--- config.mk ---
export PLATFORM = sky130hd
export DESIGN_NAME = pcie_rd_req_arbiter
export DESIGN_NICKNAME = d
export VERILOG_FILES = /design/src/rtl/pcie_rd_req_arbiter.sv
export SDC_FILE = /design/constraint.sdc
export NUM_CORES = 1
export LEC_CHECK = 0
export CORE_ASPECT_RATIO = 1.1
export CORE_MARGIN = 4
export CORE_UTILIZATION = 46
export CTS_CLUSTER_SIZE = 14
export DETAILED_ROUTE_END_ITERATION = 8
export PLACE_DENSITY = 0.87
export SETUP_SLACK_MARGIN = 0.2
export SLEW_MARGIN = 5
export SYNTH_ARGS = -nofsm -noshare
export SYNTH_HDL_FRONTEND = slang
export SYNTH_SLANG_ARGS = --single-unit
--- constraint.sdc ---
create_clock -name pcie_clk_i -period 9 [get_ports pcie_clk_i]
set_clock_uncertainty 0.15 [all_clocks]
set_input_delay 1.8 -clock pcie_clk_i [delete_from_list [all_inputs] [get_ports pcie_clk_i]]
set_output_delay 1.8 -clock pcie_clk_i [all_outputs]
set_load 0.005 [all_outputs]
--- src/rtl/pcie_rd_req_arbiter.sv ---
// Round-robin arbiter sharing the PCIe TX read-request port between DMA requesters,
// with per-requester outstanding-beat credit and tag-based completion routing.
//
// state    | meaning
// ---------+-------------------------------------------------------------
// ARB      | scan requesters from last_grant+1 for an eligible request
// WAIT_ACK | request presented to the TX engine, fields held stable
// RELEASE  | req_ack_o pulse on the wire, requester swaps/drops req_i
module pcie_rd_req_arbiter #(
   parameter int NUM_REQ   = 2,
   parameter int MAX_BEATS = 1024
) (
   input  logic                    pcie_clk_i,
   input  logic                    rst_n,
   input  logic [NUM_REQ-1:0]      req_i,
   input  logic [NUM_REQ*12-1:0]   req_len_i,
   input  logic [NUM_REQ*32-1:0]   req_addr_i,
   input  logic [NUM_REQ*6-1:0]    req_tag_i,
   output logic [NUM_REQ-1:0]      req_ack_o,
   output logic                    dma_rd_req_o,
   input  logic                    dma_req_ack_i,
   output logic [11:0]             dma_rd_req_len_o,
   output logic [31:0]             dma_rd_req_addr_o,
   output logic [7:0]              dma_rd_tag_o,
   input  logic [7:0]              dma_tag_i,
   input  logic                    dma_data_valid_i,
   input  logic [63:0]             dma_data_i,
   output logic [NUM_REQ-1:0]      cpl_valid_o,
   output logic [5:0]              cpl_tag_o,
   output logic [63:0]             cpl_data_o,
   output logic [NUM_REQ-1:0]      idle_o,
   output logic                    err_o
);

   typedef enum logic [1:0] {
      ARB      = 2'd0,
      WAIT_ACK = 2'd1,
      RELEASE  = 2'd2
   } state_t;

   state_t       state, state_nxt;
   logic [1:0]   last_grant;

   // Inputs padded to four slots so every index below is in range for any NUM_REQ.
   logic [3:0]   req_pad;
   logic [47:0]  len_pad;
   logic [127:0] addr_pad;
   logic [23:0]  tag_pad;

   logic [11:0]  len_arr   [4];
   logic [31:0]  addr_arr  [4];
   logic [5:0]   tag_arr   [4];
   logic [9:0]   beats_arr [4];
   logic [10:0]  outst     [4];
   logic [10:0]  outst_nxt [4];
   logic [3:0]   elig;

   logic         win;
   logic [1:0]   win_idx;
   logic [2:0]   scan_idx;
   logic         do_grant;
   logic         do_ack;

   logic [1:0]   cpl_id;
   logic         cpl_ok;
   logic         cpl_bad_id;
   logic         cpl_underflow;
   logic [NUM_REQ-1:0] ack_nxt;
   logic [NUM_REQ-1:0] cpl_valid_nxt;

   function automatic logic [9:0] beats(input logic [11:0] len);
      logic [12:0] sum;
      sum = {1'b0, len} + 13'd7;
      if (len == 12'd0) begin
         beats = 10'd512;
      end else begin
         beats = sum[12:3];
      end
   endfunction

   assign req_pad  = 4'(req_i);
   assign len_pad  = 48'(req_len_i);
   assign addr_pad = 128'(req_addr_i);
   assign tag_pad  = 24'(req_tag_i);

   always_comb begin
      for (int k = 0; k < 4; k++) begin
         len_arr[k]   = len_pad[12*k +: 12];
         addr_arr[k]  = addr_pad[32*k +: 32];
         tag_arr[k]   = tag_pad[6*k +: 6];
         beats_arr[k] = beats(len_arr[k]);
         elig[k]      = req_pad[k] &&
                        (({1'b0, outst[k]} + {2'b00, beats_arr[k]}) <= 12'(MAX_BEATS));
      end
   end

   // Round-robin scan starting just after the last acknowledged requester.
   always_comb begin
      win      = 1'b0;
      win_idx  = 2'd0;
      scan_idx = 3'd0;
      for (int i = 1; i <= NUM_REQ; i++) begin
         scan_idx = {1'b0, last_grant} + 3'(i);
         if (scan_idx >= 3'(NUM_REQ)) begin
            scan_idx = scan_idx - 3'(NUM_REQ);
         end
         if (!win && elig[scan_idx[1:0]]) begin
            win     = 1'b1;
            win_idx = scan_idx[1:0];
         end
      end
   end

   always_comb begin
      state_nxt = state;
      case (state)
         ARB:      if (win) state_nxt = WAIT_ACK;
         WAIT_ACK: if (dma_req_ack_i) state_nxt = RELEASE;
         RELEASE:  state_nxt = ARB;
         default:  state_nxt = ARB;
      endcase
   end

   assign do_grant = (state == ARB) && win;
   assign do_ack   = (state == WAIT_ACK) && dma_req_ack_i;

   assign cpl_id        = dma_tag_i[7:6];
   assign cpl_ok        = dma_data_valid_i && ({1'b0, cpl_id} < 3'(NUM_REQ));
   assign cpl_bad_id    = dma_data_valid_i && !cpl_ok;
   assign cpl_underflow = cpl_ok && (outst[cpl_id] == 11'd0);

   // Grant increment and completion decrement can land on the same counter in one cycle.
   always_comb begin
      for (int k = 0; k < 4; k++) begin
         outst_nxt[k] = outst[k];
         if (do_grant && (win_idx == 2'(k))) begin
            outst_nxt[k] = outst_nxt[k] + 11'(beats_arr[k]);
         end
         if (cpl_ok && (cpl_id == 2'(k)) && (outst[k] != 11'd0)) begin
            outst_nxt[k] = outst_nxt[k] - 11'd1;
         end
      end
   end

   always_comb begin
      ack_nxt       = '0;
      cpl_valid_nxt = '0;
      idle_o        = '0;
      for (int k = 0; k < NUM_REQ; k++) begin
         ack_nxt[k]       = do_ack && (dma_rd_tag_o[7:6] == 2'(k));
         cpl_valid_nxt[k] = cpl_ok && (cpl_id == 2'(k));
         idle_o[k]        = (outst[k] == 11'd0);
      end
   end

   always_ff @(posedge pcie_clk_i) begin
      if (!rst_n) begin
         state      <= ARB;
         last_grant <= 2'(NUM_REQ - 1);
      end else begin
         state <= state_nxt;
         if (do_ack) begin
            last_grant <= dma_rd_tag_o[7:6];
         end
      end
   end

   always_ff @(posedge pcie_clk_i) begin
      if (!rst_n) begin
         dma_rd_req_o      <= 1'b0;
         dma_rd_req_len_o  <= '0;
         dma_rd_req_addr_o <= '0;
         dma_rd_tag_o      <= '0;
         req_ack_o         <= '0;
      end else begin
         req_ack_o <= ack_nxt;
         if (do_grant) begin
            dma_rd_req_o      <= 1'b1;
            dma_rd_req_len_o  <= len_arr[win_idx];
            dma_rd_req_addr_o <= addr_arr[win_idx];
            dma_rd_tag_o      <= {win_idx, tag_arr[win_idx]};
         end else if (do_ack) begin
            dma_rd_req_o <= 1'b0;
         end
      end
   end

   always_ff @(posedge pcie_clk_i) begin
      if (!rst_n) begin
         for (int k = 0; k < 4; k++) begin
            outst[k] <= '0;
         end
         cpl_valid_o <= '0;
         cpl_tag_o   <= '0;
         cpl_data_o  <= '0;
         err_o       <= 1'b0;
      end else begin
         for (int k = 0; k < 4; k++) begin
            outst[k] <= outst_nxt[k];
         end
         cpl_valid_o <= cpl_valid_nxt;
         if (cpl_ok) begin
            cpl_tag_o  <= dma_tag_i[5:0];
            cpl_data_o <= dma_data_i;
         end
         if (cpl_bad_id || cpl_underflow) begin
            err_o <= 1'b1;
         end
      end
   end

endmodule

# Word-level counts from Yosys, hierarchy flattened
# Memories as Yosys holds them, arrays and structs flattened.
# Cells that the tools add are included.
# word_totals
mem_bits_rw,44
n_memories,1
in_bits,178
register_bits,132
word_cells,131
out_inout_bits,130
# op_classes
add_sub_neg,16
eq_ne,10
magnitude_cmp,8
n_reduce_logical,40
n_bitwise,5
muxes,40
# memory_table
name,depth,word_bits,rd,rd_ports_with_merged_regs,wr,line_no,source
outst,4,11,5,0,4,54,logic [10:0] outst [4];
# op_table
cell,n
two-way mux 11 bit,12
binary-select mux 32 bit (select 2 bit),1
two-way mux 32 bit,2
nonzero test 11 bit,4
subtractor 11 x 1 -> 11 bit (second input constant),4
logical NOT 11 bit,3
adder 12 x 3 -> 13 bit (second input constant),2
adder 11 x 10 -> 12 bit,2
binary-select mux 12 bit (select 2 bit),1
less-or-equal comparator 12 x 11 -> 1 bit (second input constant),2
logical NOT 12 bit,2
two-way mux 12 bit,2
adder 11 x 10 -> 11 bit,2
adder 11 x 10 -> 11 bit (second input constant),2
logical AND 1 bit,22
two-way mux 10 bit,2
binary-select mux 6 bit (select 2 bit),1
two-way mux 2 bit,6
two-way mux 6 bit,2
equality test 2 x 1 -> 1 bit (second input constant),4
equality test 2 bit (second input constant),4
logical NOT 2 bit,4
two-way mux 1 bit,8
>= comparator 3 x 2 -> 1 bit (second input constant),2
other kinds (15),23

# Logic depth before layout (Yosys ltp)
# logic_depth
depth_word,17
depth_mapped,25
depth_no_buf,24

# Worst setup path after synthesis
# OpenSTA, ideal clock, no wires.
# synth_path
path_kind,input-to-reg
startpoint,input req_len_i[14]
endpoint,memory outst[1][8]
path_stages,22
setup_time_ns,0.116
required_ns,8.734
arrival_time_ns,5.996
setup_slack_ns,2.738
path_buffers,0
cell_sequence,nor3_1 -> nor2b_1 -> and2_1 -> nand4_1 -> nor2_1 -> xor2_1 -> ha_1 -> or4_4 -> o22ai_2 -> xor2_1 -> nand3_2 -> o32ai_4 -> nand3_1 -> nor2_2 -> mux2i_1 -> ha_1 -> nand2_1 -> nor2_1 -> nand2_1 -> nor3_1 -> xor2_1 -> o211a_1
# synth_rtl
element,line_no,source
"start, declared",16,"input logic [NUM_REQ*12-1:0] req_len_i,"
"end, declared",54,

==> summary.txt <==
Final layout
  • Finished Layout Cells: around 1,500
  • Area grow syn2layout: 46.2%
  • Layout Nets: around 1,400
  • Share of cells above drive strength 1: ~5.6%

Floorplanning
  • Chip Width: ~140 µm
  • Site Rows: 51
  • Core area: 17,600 µm²
  • IO Count: about 310
  • Starting Density: 46.7%
  • Die Ht: 148 µm
  • Die ar.: approximately 20,000 µm²

Worst setup path
  • Worst Path Arrival: 7.51 ns
  • Reg2Reg Depth: 19
  • Crit. End Element: register
  • Critical Path RT: 9.16 ns
  • Critical path launch point type: input pin
  • Crit-path max FO: 18
  • Reg-to-Reg Start: outst[0][0]$_SDFF_PN0_
  • R2R Setup Slk: approximately 4 ns
  • Reg2reg end: outst[0][8]$_SDFF_PN0_
  • Critical path class: input pin to register

Clocking
  • Clk_lat worst skew: 0.43 ns
  • Clock transition at path regs: 0.06 ns
  • Cts bufs inserted: 17
  • Post-CTS Repair Setup Buffers: 0
  • Post-CTS Hold Fix Bufs: 0
  • H-tree levels: 4
  • CTS tree: built
  • CTS Root Buffer Type: clkbuf_16
  • CTS sink cnt: between 150 and 200
  • Max Buffers Root-to-Sink: 2
  • Post-cts sizing count: 0

Place
  • Port bufs: a little over 300
  • Hpwl dp: 20,100 µm
  • Placed Cells: ~1,500
  • GP Congestion: 0.971

Timing
  • Final hold violations: 0
  • Fin. max-slew vios: 0
  • Fmax: 136 MHz
  • Worst Max-Slew Pin Slew: a little under 0.9 ns
  • Setup TNS: 0 ns
  • Final Cycle Share: about four fifths
  • Final setup vio count: 0
  • Relative slew margins: 42.3%
  • RSZ-0062 raised after global routing: no
  • Final worst path period need: ~7.3 ns

Worst hold path
  • Worst Hold Path EP: cpl_data_o[62]$_SDFFE_PN0P_
  • Hold Path Stages: 2
  • Worst hold path class: register to register
  • Min-delay src: cpl_data_o[62]$_SDFFE_PN0P_

Synth
  • Top_reg_cell synth: dfxtp_1
  • Yosys top cell area share: 37.5%
  • Area contributors post-synth: dfxtp_1 (37%), nand2_1 (8.9%), mux2i_1 (7.8%), a21boi_0 (6.4%), a21oi_1 (4.4%)
  • Commonest cells post-synth: nand2_1 (195), dfxtp_1 (154), a21oi_1 (73)
  • Synth area leader: dfxtp_1
  • Mean Syn Cell Area: ~8.5 µm²
  • Register area share after synthesis: 37.5%
  • Synth warnings: 0
  • Flops & latches, synth: about 150
  • Most frequent cell after synthesis: nand2_1
  • Post-synth net total: about 1,200
  • Number of synthesized flops with an enable pin: 0
  • Unique masters post-synth: 72
  • Synth Cell Area: roughly 8200 µm²
  • Fraction of registers with async set or reset after synthesis: 0%
  • Post-Synthesis Cells: between 900 and 1,000

Global route
  • Total congestion overflow: 0
  • Largest net degree at the start of global routing: 94
  • Total GRT Usage: 26.4%
  • First-pass GRT wire length: about 42,000 µm
  • Number of global-route vias before repair: a little over 8,000
  • Initial antenna violation count: 1

Route
  • Routed len/inst: between 15 and 20 µm
  • Via total after detailed routing: about 8,000
  • Routed vias/inst: approximately 5.4
  • Final wirelength: 27,100 µm
  • Initial DRC Count: approximately 600
  • Post-DRT Antenna Nets: 0
  • # DRC: 0
  • DR pass1 iterations: 5

Flow run
  • Max Cap Viol: 0

Run status
  • Status: finished, final reports clean

Pwr
  • Max IR drop VDD: 0.189 mV
  • P_leak: approximately 4.7 nW
  • Pwr Density: 275 nW/µm²
## metrics by stage
step                util [%]  worst slack, ns  total power [mW]  hold WS, ns  area, µm²
finish                  68.3             1.66              3.30        0.311      12000
global route            68.3             1.21              3.49        0.328      12000
CTS                     68.3             1.66              3.30        0.316      12000
detailed placement      64.6             1.27              2.50        0.306      11400
global placement        64.6             1.59              2.46        0.299      11400
floorplan                  -             2.74              1.96        0.310       8230
## cell usage in the layout, fill, tap and decap left out, types with 6 or more instances in the layout
cell type,instances
clkdlybuf4s50_1,306
nand2_1,194
dfxtp_1,154
a21oi_1,73
a21boi_0,70
o21ai_0,64
mux2i_1,64
xnor2_1,36
nor2_1,28
ha_1,22
xor2_1,21
nand3_1,20
nor3_1,17
clkbuf_16,17
o211a_1,13
nor4_1,12
inv_1,11
and2_1,9
nand4_1,8
buf_4,8
nor2b_1,7
inv_6,6
## metal layers
metal | track usage, % | up-vias | part of all wire (%)
li1 | - | 3966 | -
met3 | 7.54 | 70 | 6.9
met5 | 0 | - | 0
met2 | 48.1 | 297 | 52
met1 | 28.5 | 3770 | 38
met4 | 11.0 | 0 | 3.6
## worst max-delay path by stage
| stage | cells past startpoint | start | end | slack, ns |
|---|---|---|---|---|
| 5_1_grt | 23 | req_len_i[14] | outst[1][8]$_SDFF_PN0_ | 1.21 |
| 2_1_floorplan | 22 | req_len_i[14] | outst[1][8]$_SDFF_PN0_ | 2.74 |
| 3_5_place_dp | 23 | req_len_i[14] | outst[1][8]$_SDFF_PN0_ | 1.27 |
| 6_report | 23 | req_len_i[14] | outst[1][8]$_SDFF_PN0_ | 1.66 |
| 4_1_cts | 23 | req_len_i[14] | outst[1][8]$_SDFF_PN0_ | 1.66 |
| 3_3_place_gp | 23 | req_len_i[14] | outst[1][8]$_SDFF_PN0_ | 1.59 |
## worst max-delay path, stage by stage
cell and delay (ns):
clkdlybuf4s50_1 0.42, nor3_1 0.43, nor2b_1 0.14, and2_1 0.23, nand4_1 0.14, nor2_1 0.09, xor2_1 0.14, ha_1 0.39
a21oi_1 0.27, o21ai_0 0.17, nor2_1 0.23, o21ai_0 0.24, a2111oi_0 0.50, nand3_1 0.21, nor2_2 0.60, mux2i_1 0.36
ha_1 0.22, nand2_1 0.13, nor2_1 0.20, nand2_1 0.11, nor3_1 0.18, xor2_1 0.09, o211a_1 0.21
## area by class of cell
type / count / area (µm²)
Multi-Input combinational cell: 748 / 4840
Sequential cell: 154 / 3080
Tap cell: 238 / 298
Timing Repair Buffer: 314 / 3120
Inverter: 11 / 41.3
Antenna cell: 1 / 2.50
Fill cell: 1370 / 5580
Clock inverter: 14 / 203
Clock buffer: 18 / 439
## sequential cells by signal, summed over array words and instances, names as in the netlist, 6 cells and up
name and count:
cpl_data_o 64, dma_rd_req_len_o 12, dma_rd_req_addr_o 32, outst 22
dma_rd_tag_o 8, cpl_tag_o 6
## where the power goes
group / internal, mW / total (mW) / switching [mW]
combinational: 0.735 / 1.55 / 0.811
sequential: 0.838 / 0.974 / 0.136
clock: 0.457 / 0.783 / 0.326
## cells by family (layout without fill, tap and decap cells)
family / Yosys count / count (layout) / synth area share, %
AO/OA/AOI/OAI: 265 / 265 / 21.6
XOR/XNOR: 58 / 58 / 6.27
adder cells (fa/ha/maj): 24 / 24 / 3.83
buffers and inverters: 70 / 357 / 3.85
flip-flops: 154 / 154 / 37.5
multiplexers: 64 / 64 / 7.79
other: 0 / 1 / 0
AND/OR/NAND/NOR: 337 / 337 / 19.2
(Power assumes the default switching activity.)
